==> src/rtl/ld_st_pkg.sv <==
// rtl/ld_st_pkg.sv - opcodes, FSM encoding and opcode helpers for the load/store register controller
package ld_st_pkg;

    localparam logic [2:0] OP_NOP  = 3'b000;
    localparam logic [2:0] OP_LOAD = 3'b001;
    localparam logic [2:0] OP_SET  = 3'b010;
    localparam logic [2:0] OP_CLR  = 3'b011;
    localparam logic [2:0] OP_READ = 3'b100;

    typedef enum logic [1:0] {
        IDLE = 2'd0,
        EXEC = 2'd1,
        RESP = 2'd2
    } state_t;

    function automatic logic op_is_legal(input logic [2:0] op);
        return (op <= OP_READ);
    endfunction

    function automatic logic op_modifies(input logic [2:0] op);
        return (op == OP_LOAD) || (op == OP_SET) || (op == OP_CLR);
    endfunction

endpackage

==> src/rtl/ld_st_bit_cell.sv <==
// rtl/ld_st_bit_cell.sv - one load/store storage cell: clear beats set beats load, else hold
module ld_st_bit_cell (
    input  logic clk,
    input  logic clr_n,
    input  logic set_n,
    input  logic ld_st,
    input  logic din,
    output logic q
);

    always_ff @(posedge clk) begin
        if (!clr_n) begin
            q <= 1'b0;
        end else if (!set_n) begin
            q <= 1'b1;
        end else if (ld_st) begin
            q <= din;
        end
    end

endmodule

==> src/rtl/ld_st_reg_ctrl.sv <==
// rtl/ld_st_reg_ctrl.sv - command/response controller driving a register of ld_st_bit_cell slices
// Optional stored-parity check on READ when LD_ST_PARITY_EN is defined.
module ld_st_reg_ctrl
    import ld_st_pkg::*;
#(
    parameter int WIDTH = 8
) (
    input  logic             clk,
    input  logic             clr,
    input  logic             cmd_valid,
    output logic             cmd_ready,
    input  logic [2:0]       cmd_op,
    input  logic [WIDTH-1:0] cmd_mask,
    input  logic [WIDTH-1:0] cmd_data,
    output logic             rsp_valid,
    input  logic             rsp_ready,
    output logic [WIDTH-1:0] rsp_data,
    output logic             rsp_err,
    output logic [WIDTH-1:0] reg_q
);

    state_t           state;
    logic [2:0]       op_r;
    logic [WIDTH-1:0] mask_r;
    logic [WIDTH-1:0] data_r;
    logic             err_next;

    logic             in_exec;
    logic [WIDTH-1:0] cell_clr_n;
    logic [WIDTH-1:0] cell_set_n;
    logic [WIDTH-1:0] cell_ld;

    assign in_exec = (state == EXEC);

    // Global reset rides on every cell's clr_n so the cells need no reset of their own.
    assign cell_clr_n = {WIDTH{clr}} & ~({WIDTH{in_exec && (op_r == OP_CLR)}} & mask_r);
    assign cell_set_n = ~({WIDTH{in_exec && (op_r == OP_SET)}} & mask_r);
    assign cell_ld    = {WIDTH{in_exec && (op_r == OP_LOAD)}} & mask_r;

    for (genvar i = 0; i < WIDTH; i++) begin : g_cell
        ld_st_bit_cell u_cell (
            .clk   (clk),
            .clr_n (cell_clr_n[i]),
            .set_n (cell_set_n[i]),
            .ld_st (cell_ld[i]),
            .din   (data_r[i]),
            .q     (reg_q[i])
        );
    end

`ifdef LD_ST_PARITY_EN
    logic [WIDTH-1:0] next_q;
    logic             par_q;

    always_comb begin
        next_q = reg_q;
        case (op_r)
            OP_LOAD: next_q = (reg_q & ~mask_r) | (data_r & mask_r);
            OP_SET:  next_q = reg_q | mask_r;
            OP_CLR:  next_q = reg_q & ~mask_r;
            default: next_q = reg_q;
        endcase
    end

    ld_st_bit_cell u_par_cell (
        .clk   (clk),
        .clr_n (clr),
        .set_n (1'b1),
        .ld_st (in_exec && op_modifies(op_r)),
        .din   (^next_q),
        .q     (par_q)
    );

    assign err_next = !op_is_legal(op_r) || ((op_r == OP_READ) && ((^reg_q) != par_q));
`else
    assign err_next = !op_is_legal(op_r);
`endif

    assign cmd_ready = clr && (state == IDLE);
    // reg_q only moves in EXEC, so it is already stable for the whole RESP window.
    assign rsp_data  = rsp_valid ? reg_q : '0;

    always_ff @(posedge clk) begin
        if (!clr) begin
            state     <= IDLE;
            op_r      <= OP_NOP;
            mask_r    <= '0;
            data_r    <= '0;
            rsp_valid <= 1'b0;
            rsp_err   <= 1'b0;
        end else begin
            case (state)
                IDLE: begin
                    if (cmd_valid) begin
                        op_r   <= cmd_op;
                        mask_r <= cmd_mask;
                        data_r <= cmd_data;
                        state  <= EXEC;
                    end
                end
                EXEC: begin
                    rsp_valid <= 1'b1;
                    rsp_err   <= err_next;
                    state     <= RESP;
                end
                RESP: begin
                    if (rsp_ready) begin
                        rsp_valid <= 1'b0;
                        rsp_err   <= 1'b0;
                        state     <= IDLE;
                    end
                end
                default: begin
                    rsp_valid <= 1'b0;
                    rsp_err   <= 1'b0;
                    state     <= IDLE;
                end
            endcase
        end
    end

endmodule
==> config.mk <==
export PLATFORM = sky130hd
export DESIGN_NAME = ld_st_reg_ctrl
export DESIGN_NICKNAME = d
export VERILOG_FILES = /design/src/rtl/ld_st_pkg.sv /design/src/rtl/ld_st_bit_cell.sv /design/src/rtl/ld_st_reg_ctrl.sv
export SDC_FILE = /design/constraint.sdc
export NUM_CORES = 1
export LEC_CHECK = 0
export CORE_MARGIN = 4
export CORE_UTILIZATION = 54
export DETAILED_ROUTE_END_ITERATION = 10
export DONT_BUFFER_PORTS = 1
export PLACE_DENSITY = 0.69
export SLEW_MARGIN = 40
export SYNTH_ARGS = -nofsm -noshare
export SYNTH_HDL_FRONTEND = slang
export SYNTH_HIERARCHICAL = 1
export SYNTH_SLANG_ARGS = --single-unit
==> constraint.sdc <==
create_clock -name clk -period 1.74 [get_ports clk]
set_clock_uncertainty 0.1 [all_clocks]
set_input_delay 0.174 -clock clk [delete_from_list [all_inputs] [get_ports clk]]
set_output_delay 0.174 -clock clk [all_outputs]
set_load 0.1 [all_outputs]
==> impl_metrics.ini, run 1 <==
[run_status]
status = completed

[place]
dp_hpwl_microns = 2350
finalWeightedCongestion = 0.711
place_ws_ns = 0.105
io_buffers = 0

[critical_path]
cp.required_ns = 1.47
crit_start = state[0]$_SDFFE_PN0P_
startpoint_type = flop
crit_path_end = cmd_ready
rrSetupSlack_ns = 0.10
cp_max_fo = 6
worstRegToRegCells = 4
r2r-end = g_cell[0].u_cell/q$_SDFFE_PN0P_
end_kind = output port
timing.rr.start = state[0]$_SDFFE_PN0P_
path_class = flop to output port
arrival_ns = 1.38

[cts]
cts_tree = yes
ctsResizeCount = 0
cts.sinks = 31
cts_setup_buffers = 0
clk_pin_slew_ns = 0.09
root_buffer = clkbuf_4
h-tree-depth = 2
numCtsBuffers = 5
clock_latency_ns = 0.32
clockBufferDepth = 2

[finish]
drive_above_1_share_pct = 24.6
layout_commonest_cell = nand2_1
area_delta_synth_final_pct = 41.0
mostFrequentLayoutCells = 38 x nand2_1, 27 x mux2i_1, 26 x dlygate4sd3_1, 22 x dfxtp_1, 16 x buf_4
antenna_cells = 0
fin_nets = 234
fillers = 167

[synthesis]
avgSynthCellArea_sq_um = 9.27
synth-edff-count = 0
synth_nets = 189
syn_area_sq_mm = 0.00154
syn_inst = 166
ys_ff_latch = 31
yosysSeqAreaShare_pct = 40.3
synth_warnings = 6
synth_cell_type_count = 26
async_flop_share_pct = 0
synthFlopType = dfxtp_1

[routing]
drc = 0
first_pass_iters = 4
drt_iter0_drc = 71
wl_microns = 3740
vias = 1345
drt-wirelength-per-cell_microns = 15.5
antenna_left = 0
vias_per_cell = 5.56

[grt]
grt_pass1_wl_microns = 5870
grt_overflow_total = 0
grt_pass1_vias = 1317
grt.total_usage_pct = 21.5
grt_max_degree = 39
grt_antenna_before_repair = 0

[sta]
hold_viol = 0
rsz0062_at_grt = yes
finalSetupViolCount = 0
period_share_pct = 95.3
min_period_ns = 1.66
fin_hold_ws_ns = 0.0663
slew_headroom_pct = 77.4
timing.final.ws_setup_ns = 0.0826
worst_pin_slew_ns = 0.337
slew_violations = 0
fmax_mhz = 603

[die]
fp.dieH_microns = 61.4
rows = 19
dieArea_sq_mm = 0.00377
start_util_pct = 56.3
fp.dieW_microns = 61.4
io_pins = 42
core_sq_mm = 0.00273

[power]
leakage_nw = 0.843
power_density_mw_per_mm2 = 728
peakVddDrop_uv = 812

[worst_hold_path]
min_path_type = input port to flop

[job]
drv_cap = 0
-- where the power goes --
group / internal (W) / switching, W
logic: 0.000128 / 0.000129
registers: 0.000748 / 0.0000369
clock network: 0.000296 / 0.000242
total: 0.00117 / 0.000408
-- per-stage QoR --
stage	TNS (ns)	util, %	power [W]	cell area [sq um]	std cells
after floorplan	0	-	0.000965	1570	166
after global placement	0	66.5	0.000983	1820	208
after detailed placement	0	66.5	0.000992	1820	208
after CTS	0	79.4	0.00158	2170	242
after global routing	-0.00973	79.4	0.00164	2170	242
final	0	79.4	0.00158	2170	242
-- layer usage --
layer / track usage, % / share of wire [%] / wire length (microns) / up-vias
met3: 5.03 / 4.1 / 153 / 6
met2: 36.9 / 52 / 1930 / 31
li1: - / - / - / 660
met5: 0 / 0 / 0 / -
met4: 8.18 / 1.4 / 51 / 0
met1: 26.0 / 43 / 1610 / 648
-- synthesized netlist by cell type, types with 3 or more instances --
master | n | area (sq um)
a21boi_1 | 8 | 60.1
a31oi_1 | 8 | 50.1
and2_1 | 10 | 62.6
buf_2 | 4 | 20.0
buf_6 | 3 | 33.8
clkbuf_1 | 4 | 15.0
dfxtp_1 | 31 | 621
mux2i_1 | 27 | 270
nand2_1 | 38 | 143
nand3b_1 | 9 | 67.6
nor3b_1 | 9 | 67.6
-- kinds of logic (layout without fill, tap and decap cells) --
family / Yosys count / after routing / synth area share, %
DFF: 31 / 31 / 40.3
AOI/OAI and AO/OA: 20 / 20 / 8.86
muxes: 27 / 27 / 17.6
and+or+nand+nor: 73 / 73 / 26.2
buffers and inverters: 15 / 60 / 7.07
-- sequential cells by signal, indices dropped and copies added, names as in the netlist --
signal / cells
mask_r: 8
rsp_valid: 1
data_r: 8
rsp_err: 1
op_r: 3
state: 2
g_cell.u_cell/q: 8
-- worst min-delay path by stage --
| stage | cells after the start | startpoint | to | slack (ns) |
|---|---|---|---|---|
| global route | 3 | clr | data_r[4]$_SDFFE_PN0P_ | 0.06 |
| finish | 3 | clr | data_r[7]$_SDFFE_PN0P_ | 0.07 |
| detailed placement | 1 | clr | rsp_valid$_SDFFE_PN0P_ | 0.22 |
| CTS | 3 | clr | data_r[4]$_SDFFE_PN0P_ | 0.06 |
| floorplan | 1 | cmd_valid | state[0]$_SDFFE_PN0P_ | 0.20 |
| global placement | 2 | cmd_mask[2] | mask_r[2]$_SDFFE_PN0P_ | 0.22 |
-- worst max-delay path, cell delays in order, from the launching register on --
cell     delay [ns]
dfxtp_1        0.36
buf_4          0.17
nor3b_4        0.21
buf_4          0.32
-- layout make-up --
class,instances,area [sq um],share of cell area (%)
timing repair buffer,52,581,26.8
clock buffer,6,41.3,1.90
tap,31,38.8,1.79
clock inverter,1,30.0,1.38
sequential,31,632,29.1
multi-input combinational,120,843,38.9
inverter,1,3.75,0.173
-- timing repair --
action | CTS | global route
hold buffers | 27 | 0
endpoints found under the hold margin | 23 | 0
setup endpoints to repair | 0 | 2
(Power assumes the default switching activity.)
==> run 2: changes to the inputs <==
CTS_CLUSTER_SIZE = 8   (was unset)
==> results of run 2 <==
Final layout, timing and power as in run 1 (identical DEF).
